<file path="src/rtl/sisc_ctrl_seq.sv">
// SISC control sequencer: fetch/decode/execute/mem/writeback sequencing with
// variable-latency memory handshakes, timeout fault, HALT and retired counter.
module sisc_ctrl_seq #(
   parameter int OPW      = 4,
   parameter int MMW      = 4,
   parameter int STW      = 4,
   parameter int WAIT_MAX = 15,
   parameter int CNTW     = 16
) (
   input  logic            clk,
   input  logic            rst_f,
   input  logic [OPW-1:0]  opcode,
   input  logic [MMW-1:0]  mm,
   input  logic [STW-1:0]  stat,
   input  logic            imem_ack,
   input  logic            dmem_ack,
   output logic            pc_rst,
   output logic            pc_write,
   output logic            pc_sel,
   output logic            br_sel,
   output logic            ir_load,
   output logic            imem_req,
   output logic            dmem_req,
   output logic            dmem_we,
   output logic            rf_we,
   output logic            wb_sel,
   output logic [1:0]      alu_op,
   output logic            halted,
   output logic            fault,
   output logic [CNTW-1:0] retired
);

   localparam int WCW = $clog2(WAIT_MAX + 1);

   localparam logic [3:0] OP_NOP = 4'd0;
   localparam logic [3:0] OP_LOD = 4'd1;
   localparam logic [3:0] OP_STR = 4'd2;
   localparam logic [3:0] OP_SWP = 4'd3;
   localparam logic [3:0] OP_BRA = 4'd4;
   localparam logic [3:0] OP_BRR = 4'd5;
   localparam logic [3:0] OP_BNE = 4'd6;
   localparam logic [3:0] OP_BNR = 4'd7;
   localparam logic [3:0] OP_ALU = 4'd8;
   localparam logic [3:0] OP_HLT = 4'd15;
   localparam logic [3:0] AM_IMM = 4'b1000;

   typedef enum logic [2:0] {
      S_START1, S_FETCH, S_DECODE, S_EXECUTE, S_MEM, S_WRITEBACK, S_HALT, S_FAULT
   } state_t;

   state_t          state_q, state_d;
   logic [WCW-1:0]  wait_q, wait_d, wait_inc;
   logic [CNTW-1:0] retired_q, retired_d;

   logic [OPW-1:0]  op_hi;
   logic [3:0]      op;
   logic            mask_hit, taken, alu_imm, mem_op, timeout;

   // Any set bit above the low nibble turns the instruction into a NOOP.
   assign op_hi    = opcode >> 4;
   assign op       = (op_hi == '0) ? opcode[3:0] : OP_NOP;
   assign mask_hit = |(stat & mm[STW-1:0]);
   assign alu_imm  = (op == OP_ALU) && (mm == MMW'(AM_IMM));
   assign mem_op   = (op == OP_LOD) || (op == OP_STR) || (op == OP_SWP);
   assign timeout  = (wait_q == WCW'(WAIT_MAX - 1));
   assign wait_inc = (wait_q == WCW'(WAIT_MAX)) ? wait_q : wait_q + 1'b1;

   always_comb begin
      unique case (op)
         OP_BRA, OP_BRR: taken = mask_hit;
         OP_BNE, OP_BNR: taken = !mask_hit;
         default:        taken = 1'b0;
      endcase
   end

   // NOTE: every output and next-state variable gets a default before the case so
   // no path leaves one unassigned, which would otherwise infer a latch.
   always_comb begin
      state_d   = state_q;
      wait_d    = '0;
      retired_d = retired_q;
      pc_rst    = 1'b0;
      pc_write  = 1'b0;
      pc_sel    = 1'b0;
      br_sel    = 1'b0;
      ir_load   = 1'b0;
      imem_req  = 1'b0;
      dmem_req  = 1'b0;
      dmem_we   = 1'b0;
      rf_we     = 1'b0;
      wb_sel    = 1'b0;
      alu_op    = 2'b10;
      halted    = 1'b0;
      fault     = 1'b0;

      unique case (state_q)
         S_START1: begin
            pc_rst  = 1'b1;
            state_d = S_FETCH;
         end
         S_FETCH: begin
            imem_req = 1'b1;
            if (imem_ack) begin
               ir_load  = 1'b1;
               pc_write = 1'b1;
               state_d  = S_DECODE;
            end else if (timeout) begin
               state_d = S_FAULT;
            end else begin
               wait_d = wait_inc;
            end
         end
         S_DECODE: begin
            br_sel   = (op == OP_BRA) || (op == OP_BNE);
            pc_sel   = taken;
            pc_write = taken;
            state_d  = (op == OP_HLT) ? S_HALT : S_EXECUTE;
         end
         S_EXECUTE: begin
            alu_op  = alu_imm ? 2'b01 : 2'b00;
            state_d = S_MEM;
         end
         S_MEM: begin
            alu_op = alu_imm ? 2'b11 : 2'b10;
            if (mem_op) begin
               dmem_req = 1'b1;
               dmem_we  = (op == OP_STR) || (op == OP_SWP);
               if (dmem_ack)     state_d = S_WRITEBACK;
               else if (timeout) state_d = S_FAULT;
               else              wait_d  = wait_inc;
            end else begin
               state_d = S_WRITEBACK;
            end
         end
         S_WRITEBACK: begin
            rf_we     = (op == OP_ALU) || (op == OP_LOD) || (op == OP_SWP);
            wb_sel    = (op == OP_LOD) || (op == OP_SWP);
            state_d   = S_FETCH;
            retired_d = (&retired_q) ? retired_q : retired_q + 1'b1;
         end
         S_HALT:  halted = 1'b1;
         S_FAULT: fault  = 1'b1;
         default: state_d = S_START1;
      endcase
   end

   // NOTE: state registers use non-blocking assignments so every flop samples
   // pre-edge values regardless of statement order.
   always_ff @(posedge clk or negedge rst_f) begin
      if (!rst_f) begin
         state_q   <= S_START1;
         wait_q    <= '0;
         retired_q <= '0;
      end else begin
         state_q   <= state_d;
         wait_q    <= wait_d;
         retired_q <= retired_d;
      end
   end

   assign retired = retired_q;

endmodule

</file>
<file path="config.mk">
export PLATFORM = sky130hd
export DESIGN_NAME = sisc_ctrl_seq
export DESIGN_NICKNAME = d
export VERILOG_FILES = /design/src/rtl/sisc_ctrl_seq.sv
export SDC_FILE = /design/constraint.sdc
export NUM_CORES = 1
export LEC_CHECK = 0
export ABC_AREA = 1
export CORE_MARGIN = 2
export CORE_UTILIZATION = 31
export CTS_BUF_LIST = sky130_fd_sc_hd__clkbuf_2 sky130_fd_sc_hd__clkbuf_4 sky130_fd_sc_hd__clkbuf_8
export DETAILED_ROUTE_END_ITERATION = 10
export GPL_ROUTABILITY_DRIVEN = 0
export PLACE_DENSITY = 0.61
export SETUP_SLACK_MARGIN = 0.05
export SLEW_MARGIN = 30
export SYNTH_ARGS = -nofsm -noshare
export SYNTH_HDL_FRONTEND = slang
export SYNTH_SLANG_ARGS = --single-unit
</file>
<file path="constraint.sdc">
create_clock -name clk -period 2.2 [get_ports clk]
set_input_delay 0.44 -clock clk [delete_from_list [all_inputs] [get_ports clk]]
set_output_delay 0.44 -clock clk [all_outputs]
set_load 0.02 [all_outputs]
</file>
==> results of run 1 <==
## layout make-up
class	instances	area (µm²)	share of cell area, %
Multi-Input combinational cell	199	940	41.0
Sequential cell	23	576	25.1
Timing Repair Buffer	59	533	23.3
Inverter	28	105	4.59
Tap cell	70	87.6	3.83
Clock buffer	3	41.3	1.80
Clock inverter	1	7.51	0.328
## synthesized netlist by cell type, drive strengths merged
cell type and n:
nor3 2, a21oi 3, xor2 2, inv 28, nor4 1, xnor2 8, nand4 3, mux2i 1
buf 2, nand2 104, nor2 39, nand3 18, a31oi 1, ha 3, o21ai 12, nor3b 1
nand3b 1, dfrtp 23
## how the worst min path moves through the flow
stage / start / to / slack [ps] / depth (start not counted)
3_3_place_gp: retired[0]$_DFFE_PN0P_ / retired[0]$_DFFE_PN0P_ / 540 / 2
3_5_place_dp: retired[14]$_DFFE_PN0P_ / retired[14]$_DFFE_PN0P_ / 550 / 2
2_1_floorplan: rst_f / retired[0]$_DFFE_PN0P_ / 140 / 0
5_1_grt: rst_f / retired[0]$_DFFE_PN0P_ / 540 / 2
4_1_cts: rst_f / retired[1]$_DFFE_PN0P_ / 520 / 2
6_report: rst_f / retired[11]$_DFFE_PN0P_ / 510 / 2
## flip-flops by register name (all words and copies together) (netlist names)
register and flops:
retired 16, state_q 3, wait_q 4
## cells by family (layout without fill, tap and decap cells)
family                   after synthesis  in the layout  synth area share (%)
AO/OA/AOI/OAI                         16             16                  5.72
multiplexers                           1              1                 0.618
flip-flops                            23             23                  35.5
AND/OR/NAND/NOR                      169            169                  42.9
adder cells (fa/ha/maj)                3              3                  2.32
buffers and inverters                 30             91                  7.50
XOR/XNOR                              10             10                  5.41
## where the power goes
group / internal, mW / switching, mW
combinational: 0.0405 / 0.0311
sequential: 0.422 / 0
clock: 0.128 / 0.145
total: 0.591 / 0.177
## critical path, delay by kind of cell
kind / cells / cell delay (ps)
buffers and inverters: 2 / 630
and+or+nand+nor: 3 / 540
## layer usage
layer  share of wire [%]  track usage (%)  vias up
met5                   0                0        -
met4                 1.2             4.00        0
met3                 5.3             2.73        6
met2                  43             24.5       49
met1                  50             19.2      766
li1                    -                -      909
## timing repair
item                       4_1_cts  5_1_grt
setup buffers                    0        1
pin swaps                        0        3
setup endpoints to repair        9       22
hold endpoints to repair         0        0
gates cloned                     0        0
gates resized for setup         24       19
hold buffers                     0        0
==> reports/results.ini, run 1 <==
[die]
die_area_um2=5820
die_w_um=76.3
coreArea_um2=5070
core.rowCount=26
num_io_pins=46
initial_utilization_pct=31.9
die_h_um=76.3

[critical_path]
max_stage_delay_ps=470
register_to_register_setup_slack_ps=440
critical_path_peak_fanout=3
crit-reg2reg-capture=retired[2]$_DFFE_PN0P_
timing.critical_path.from_type=primary input
timing.reg2reg.worst_path_depth=6
worst_ep_arrival_time_ps=1600
critical_path.startpoint=opcode[2]
cp_slowest_cell=clkdlybuf4s50_1
cp-end-kind=output port
timing.critical_path.to=alu_op[0]
critical_path_required_ps=1760
worst_r2r_startpoint=retired[1]$_DFFE_PN0P_
setup.worst_path.class=in2out
crit_path_cell_trace=clkdlybuf4s50_1 -> nor3_2 -> nand3_1 -> nor3b_2 -> buf_4

[finish]
finish.cell_count_without_fillers=383
share_of_layout_cells_above_drive_strength_1_pct=11.8
post-route-util_pct=45.1
antennaDiodeCount=0
most_common_cell_after_layout_fill_and_taps_aside=nand2_1
post-route-cell-area_um2=2290
fillers=560
syn2layout_area_growth_pct=41.4
layout.cells.most_common_list=101 x nand2_1, 34 x nor2_1, 31 x clkdlybuf4s50_1, 27 x inv_1, 23 x dfrtp_1
final_nets=333

[timing]
worst_slew_margin_relative_to_its_limit_pct=62.0
max_freq_mhz=489
timing_max_transition_violations_final=0
timing.hold.ws_ps=515
finalSetupViolCount=0
clock_skew_ps=3.62
final-hold-violation-count=0
timing.final.crit_share_pct=92.9
worst_slew_pin_slew_ps=570
rsz0062_at_grt=true
finalSetupTns_ps=0
finalCriticalPeriod_ps=2040
finalWorstSetupSlack_ps=156

[route]
first_iter_violations=68
vias=1730
wirelength_um=4110
drt-wirelength-per-cell_um=10.7
vias_per_cell=4.52
drt.antenna.violating_nets=0
drcViolationCount=0
drt_pre_antenna_iters=4

[clock_tree]
clockBufferDepth=2
clock_sink_count=23
root_buffer=clkbuf_8
cts_htree_levels=1
clk_pin_slew_worst_paths_ps=90
worstSkewPairLatency_ps=270
cts_tree=done
cts_buffers=3

[yosys]
synth.distinct_cells=23
yosys_register_bits=23
synth_sequential_area_ratio_pct=35.5
yosysWarningCount=0
yosys.area.top_type=dfrtp_1
post-synth-top-area-fraction_pct=35.5
synthTopCellsByArea=dfrtp_1 36%, nand2_1 24%, nor2_1 8.3%, inv_1 6.5%, nand3_1 5.6%
postSynthAreaPerCell_um2=6.42
netlist_area_um2=1620
synthesis.instances=252
synth_fp_nets=271

[pwr]
post-layout-total-power_uw=767
static-leakage-power_nw=1.15
vdd.ir_drop.worst_uv=287
power_density_nw_per_um2=335

[place]
placed_cell_area_um2=2240
dpl.hpwl_um=3180
io_buffers=45
placed_cells_incl_taps=378
dp_slack_ps=-403

[global_route]
first_pass_grt_wire_length_um=7160
grt_usage_pct=14.6
grt.overflow.total=0
grt_antenna_before_repair=0
first_global_vias=1590
grt_max_degree=24

[status]
run_status=finished clean

[min_path]
hold_class=in2async

[run]
maxCapViolCount=0

Power figures use the tool's default switching activity.
==> run 2: changes to the inputs <==
--- a/config.mk
+++ b/config.mk
@@ -12,6 +12,7 @@
 export DETAILED_ROUTE_END_ITERATION = 10
 export GPL_ROUTABILITY_DRIVEN = 0
 export PLACE_DENSITY = 0.61
+export RECOVER_POWER = 25
 export SETUP_SLACK_MARGIN = 0.05
 export SLEW_MARGIN = 30
 export SYNTH_ARGS = -nofsm -noshare
==> run 2 against run 1 <==
Cell area down 0.16%. Power decreased by 0.16%. Via count is 0.12% lower. Clock power about the same. Largest cell class unchanged. Largest power group unchanged. Combinational power is 2% lower.
==> reports/results.ini, run 2 (same netlist as run 1, synthesis figures left out) <==
[timing]
final-hold-violation-count=0  ; unchanged
finalSetupViolCount=0  ; unchanged
timing_max_transition_violations_final=0  ; unchanged
rsz0062_at_grt=true
timing.final.crit_share_pct=92.9  ; unchanged
finalCriticalPeriod_ps=2040  ; unchanged
worst_slew_pin_slew_ps=1260  ; +695 ps
worst_slew_margin_relative_to_its_limit_pct=15.7  ; -46 points
clock_skew_ps=3.58  ; -0.0421 ps
max_freq_mhz=489  ; unchanged

[place]
placed_cell_area_um2=2240  ; unchanged
placed_cells_incl_taps=378  ; unchanged
dpl.hpwl_um=3180  ; unchanged
io_buffers=45  ; unchanged

[clock_tree]
clk_pin_slew_worst_paths_ps=90  ; about the same
ctsHoldBuffers=0  ; unchanged
cts_tree=done
clockBufferDepth=2  ; unchanged
root_buffer=clkbuf_8
worstSkewPairLatency_ps=270  ; about the same
cts_htree_levels=1  ; unchanged
clock_sink_count=23  ; unchanged
cts_buffers=3  ; unchanged

[finish]
post-route-cell-area_um2=2290  ; -0.16%
largest_register_ffs=16  ; unchanged
most_common_cell_after_layout_fill_and_taps_aside=nand2_1
final_nets=333  ; unchanged
share_of_layout_cells_above_drive_strength_1_pct=11.5  ; -0.32 points
fillers=559  ; -0.18%
layout.cells.most_common_list=101 x nand2_1, 34 x nor2_1, 30 x clkdlybuf4s50_1, 27 x inv_1, 23 x dfrtp_1
seq_cell_area_um2=576  ; unchanged
antennaDiodeCount=0  ; unchanged
finish.cell_count_without_fillers=383  ; unchanged
multi_input_gate_area_in_the_final_layout_um2=940  ; unchanged
syn2layout_area_growth_pct=41.2

[global_route]
grt_max_degree=24  ; unchanged
grt_usage_pct=14.6  ; unchanged
groute.layer.met3.usage_pct=2.73  ; unchanged
grt.overflow.total=0  ; unchanged
grt_antenna_before_repair=0  ; unchanged
first_global_vias=1590  ; unchanged
first_pass_grt_wire_length_um=7160  ; unchanged
globalRouteMet1Util_pct=19.2  ; unchanged
global_route.usage.met2_pct=24.5  ; unchanged
globalRoute.busiestLayer=met2

[route]
drt_pre_antenna_iters=4  ; unchanged
drt.antenna.violating_nets=0  ; unchanged
drcViolationCount=0  ; unchanged
vias=1728  ; -0.12%
vias_per_cell=4.51  ; -0.12%
first_iter_violations=66  ; -2.9%
drt-wirelength-per-cell_um=10.7  ; about the same
wirelength_um=4110  ; about the same

[critical_path]
cp_slowest_cell=clkdlybuf4s50_1
crit_path_cell_trace=clkdlybuf4s50_1 -> nor3_2 -> nand3_1 -> nor3b_2 -> buf_4
timing.critical_path.from_type=primary input
critical_path_peak_fanout=3  ; unchanged
critical_path_required_ps=1760  ; about the same
setup.worst_path.class=in2out
worst_ep_arrival_time_ps=1600  ; about the same
max_stage_delay_ps=470  ; about the same
cp-end-kind=output port

[pwr]
vdd.ir_drop.worst_uv=287  ; about the same
static-leakage-power_nw=1.15  ; -0.29%
post-layout-total-power_uw=766  ; -0.16%
power_density_nw_per_um2=335  ; about the same

[die]
die_h_um=76.3  ; unchanged
core.rowCount=26  ; unchanged
num_io_pins=46  ; unchanged
die_w_um=76.3  ; unchanged
coreArea_um2=5070  ; unchanged
initial_utilization_pct=31.9  ; unchanged
die_area_um2=5820  ; unchanged

[run]
maxCapViolCount=0  ; unchanged

[min_path]
hold_class=reg2reg

[status]
run_status=finished clean

[run 2: worst max-delay path: cells and delay by family]
kind / cells / cell delay, ps
buf+inv: 2 / 630
simple gates: 3 / 540
[run 2: path summary, 6_finish.rpt]
check                                         from                       to  slack (ps)  cells after the start
max in group asynchronous                    rst_f   state_q[1]$_DFFE_PN0P_         500                      2
min in group asynchronous                    rst_f  retired[11]$_DFFE_PN0P_         960                      2
max                                      opcode[2]                alu_op[0]         160                      5
min                        retired[14]$_DFFE_PN0P_  retired[14]$_DFFE_PN0P_         570                      2
max reg2reg                 retired[1]$_DFFE_PN0P_   retired[2]$_DFFE_PN0P_         440                      6
min reg2reg                retired[14]$_DFFE_PN0P_  retired[14]$_DFFE_PN0P_         570                      2
[run 2: per-stage QoR]
| stage | utilization (%) | setup slack, ps | hold WS, ps | TNS [ps] |
|---|---|---|---|---|
| after floorplan | - | 352 | 144 | 0 |
| after detailed placement | 44.1 | -403 | 547 | -1950 |
| final | 45.0 | 156 | 572 | 0 |
| after global routing | 45.0 | 43.3 | 603 | 0 |
| after global placement | 44.1 | -318 | 544 | -1840 |
| after CTS | 45.1 | 46.8 | 524 | 0 |
[run 2: layer usage]
metal	up-vias	routed length, µm
met5	-	0
met4	0	48
met3	6	219
met2	49	1780
met1	764	2060
li1	909	-
[run 2: final cells by class]
class                      count  share of cell area [%]
clock inverter                 1                   0.328
sequential                    23                    25.2
tap                           70                    3.83
clock buffer                   3                    1.81
timing repair buffer          59                    23.2
inverter                      28                    4.60
multi-input combinational    199                    41.1
[run 2: power breakdown]
part / switching [mW] / internal, mW / total (mW)
Combinational: 0.0311 / 0.0393 / 0.0704
Sequential: 0 / 0.422 / 0.422
Clock: 0.145 / 0.128 / 0.274
Total: 0.176 / 0.590 / 0.766
[run 2: what timing repair did]
action                     4_1_cts  5_1_grt
pin swaps                        0        3
buffers inserted                 0        1
gates resized for setup         24       19
setup endpoints to repair        9       22
==> run 3: changes to the inputs <==
--- a/config.mk
+++ b/config.mk
@@ -11,7 +11,7 @@
 export CTS_BUF_LIST = sky130_fd_sc_hd__clkbuf_2 sky130_fd_sc_hd__clkbuf_4 sky130_fd_sc_hd__clkbuf_8
 export DETAILED_ROUTE_END_ITERATION = 10
 export GPL_ROUTABILITY_DRIVEN = 0
-export PLACE_DENSITY = 0.61
+export PLACE_DENSITY = 0.63
 export RECOVER_POWER = 25
 export SETUP_SLACK_MARGIN = 0.05
 export SLEW_MARGIN = 30
==> constraint.sdc (replaced) <==
create_clock -name clk -period 1.7 [get_ports clk]
set_input_delay 0.34 -clock clk [delete_from_list [all_inputs] [get_ports clk]]
set_output_delay 0.34 -clock clk [all_outputs]
set_load 0.02 [all_outputs]
==> run 3 against run 2 <==
Core utilization up 6.6 points. The flow now finishes with violations (negative setup slack). Cell area up 15%. Final cell count up 10%. Highest routed layer unchanged. Sequential power up 30%. Power up 29%. Via count up 7.7%. Critical path type is now reg2out. Non-clock buffer count up 39. Largest power group unchanged. Global-route usage up 1.8 points. Critical path depth unchanged. Combinational power up 29%. Critical endpoint unchanged.
==> reports/results.ini, run 3 (same netlist as run 1, synthesis figures left out) <==
[place]
placed_cells_incl_taps=412  ; +9.0%
dpl.hpwl_um=3380  ; +6.5%
io_buffers=45  ; unchanged
dp_slack_ps=-695  ; -292 ps

[die]
initial_utilization_pct=31.9  ; unchanged
num_io_pins=46  ; unchanged
die_area_um2=5820  ; unchanged
die_w_um=76.3  ; unchanged
die_h_um=76.3  ; unchanged
core.rowCount=26  ; unchanged
coreArea_um2=5070  ; unchanged

[critical_path]
crit-reg2reg-capture=retired[2]$_DFFE_PN0P_
critical_path_peak_fanout=4  ; +1
worst_ep_arrival_time_ps=1390  ; -210 ps
crit_path_buf_inv_count=2  ; unchanged
critical-path-top-delay-family=flip-flops
setup.worst_path.class=reg2out
critical_path.startpoint=state_q[0]$_DFFE_PN0P_
crit_path_cell_trace=inv_1 -> nand3_4 -> nand2_2 -> nor3b_2 -> buf_4
timing.critical_path.from_type=flop
critical_path_required_ps=1360  ; -400 ps
timing.reg2reg.worst_path_depth=8  ; +2
timing.critical_path.to=alu_op[0]
worst_r2r_startpoint=retired[0]$_DFFE_PN0P_
worstSetupPathDepth=5  ; unchanged
register_to_register_setup_slack_ps=240  ; -200 ps
cp-end-kind=output port
max_stage_delay_ps=450  ; -20 ps
cp_slowest_cell=dfrtp_2

[clock_tree]
cts_tree=done
ctsHoldBuffers=0  ; unchanged
worstSkewPairLatency_ps=270  ; about the same
clock_sink_count=23  ; unchanged
clk_pin_slew_worst_paths_ps=90  ; about the same
clockBufferDepth=2  ; unchanged
root_buffer=clkbuf_8
cts_buffers=3  ; unchanged
cts_htree_levels=1  ; unchanged

[finish]
most_common_cell_after_layout_fill_and_taps_aside=nand2_1
finish.cell_count_without_fillers=422  ; +10%
largest_register_ffs=16  ; unchanged
final_nets=372  ; +12%
syn2layout_area_growth_pct=61.7
layout.cells.most_common_list=98 x nand2_1, 57 x buf_4, 31 x nor2_1, 27 x dlygate4sd2_1, 23 x inv_1
antennaDiodeCount=0  ; unchanged
share_of_layout_cells_above_drive_strength_1_pct=28.4  ; +17 points

[route]
wirelength_um=4630  ; +12%
drt_pre_antenna_iters=4  ; unchanged
drt-wirelength-per-cell_um=11.0  ; +2.1%
vias=1861  ; +7.7%
vias_per_cell=4.41  ; -2.3%
drcViolationCount=0  ; unchanged
first_iter_violations=38  ; -42%
drt.antenna.violating_nets=0  ; unchanged

[timing]
clock_skew_ps=3.68  ; +0.103 ps
final-hold-violation-count=0  ; unchanged
timing.hold.ws_ps=533  ; -38.3 ps
worst_slew_pin_slew_ps=588  ; -677 ps
finalSetupViolCount=3  ; +3
timing_max_transition_violations_final=0  ; unchanged
rsz0062_at_grt=true
worst_slew_margin_relative_to_its_limit_pct=60.8  ; +45 points
max_freq_mhz=579
timing.final.crit_share_pct=102
finalWorstSetupSlack_ps=-26.7  ; -183 ps
finalCriticalPeriod_ps=1730

[run]
maxCapViolCount=0  ; unchanged

[min_path]
hold_class=in2reg
worst_hold_path.num_cells=5  ; +3

[global_route]
grt_max_degree=24  ; unchanged
first_global_vias=1834  ; +15%
global_route.usage.met2_pct=30.3  ; +5.8 points
grt_usage_pct=16.4  ; +1.8 points
globalRouteMet1Util_pct=19.6  ; +0.42 points
groute.layer.met3.usage_pct=2.25  ; -0.47 points
globalRoute.busiestLayer=met2
first_pass_grt_wire_length_um=8010  ; +12%
grt_antenna_before_repair=0  ; unchanged
grt.overflow.total=0  ; unchanged

[status]
failed_checks=negative setup slack
run_status=complete, but fails checks

[pwr]
power_density_nw_per_um2=379  ; +13%
vdd.ir_drop.worst_uv=410  ; +43%
static-leakage-power_nw=1.39  ; +21%

==> run 3: final cells by class <==
cell class	count	area, µm²
inverter	28	105
clock buffer	3	41.3
timing repair buffer	98	783
fill	561	2460
sequential	23	578
tap	70	87.6
clock inverter	1	7.51
multi-input combinational	199	1020
==> run 3: tightest hold or removal path: stages <==
cell	delay [ps]
clkbuf_2	100
nand2_1	60
nor2_1	50
a31oi_1	120
nand3_1	80
==> run 3: layer usage <==
layer | vias to the layer above | part of all wire (%) | routed length (µm)
met5 | - | 0 | 0
met4 | 0 | 0.89 | 41
met3 | 4 | 3.8 | 175
met2 | 42 | 50 | 2300
met1 | 833 | 46 | 2110
li1 | 982 | - | -
==> run 3: repair_timing <==
| item | CTS | global route |
|---|---|---|
| pin swaps | 13 | 5 |
| buffers inserted | 2 | 4 |
| setup endpoints to repair | 30 | 26 |
| resized for setup | 102 | 27 |
==> run 3: power breakdown <==
group,switching (mW),internal (mW)
registers,0,0.547
clock network,0.189,0.166
logic,0.0460,0.0447
==> run 3: worst min path at each step <==
stage | start | slack (ps) | endpoint
after detailed placement | retired[15]$_DFFE_PN0P_ | 570 | retired[15]$_DFFE_PN0P_
after global placement | retired[15]$_DFFE_PN0P_ | 550 | retired[15]$_DFFE_PN0P_
after floorplan | rst_f | 40 | retired[0]$_DFFE_PN0P_
after global routing | opcode[1] | 590 | state_q[2]$_DFFE_PN0P_
final | opcode[1] | 530 | state_q[2]$_DFFE_PN0P_
after CTS | rst_f | 430 | retired[1]$_DFFE_PN0P_
==> run 3: per-stage QoR <==
stage                     util [%]  setup TNS, ps  area (µm²)  total power, mW
final                         51.6          -44.0        2620            0.992
after global routing          51.6           -350        2620             1.04
after CTS                     49.5          -6.14        2510             1.00
after detailed placement      49.5          -5240        2510            0.649
after global placement        49.5          -7340        2510            0.648
after floorplan                  -              0        1620            0.577
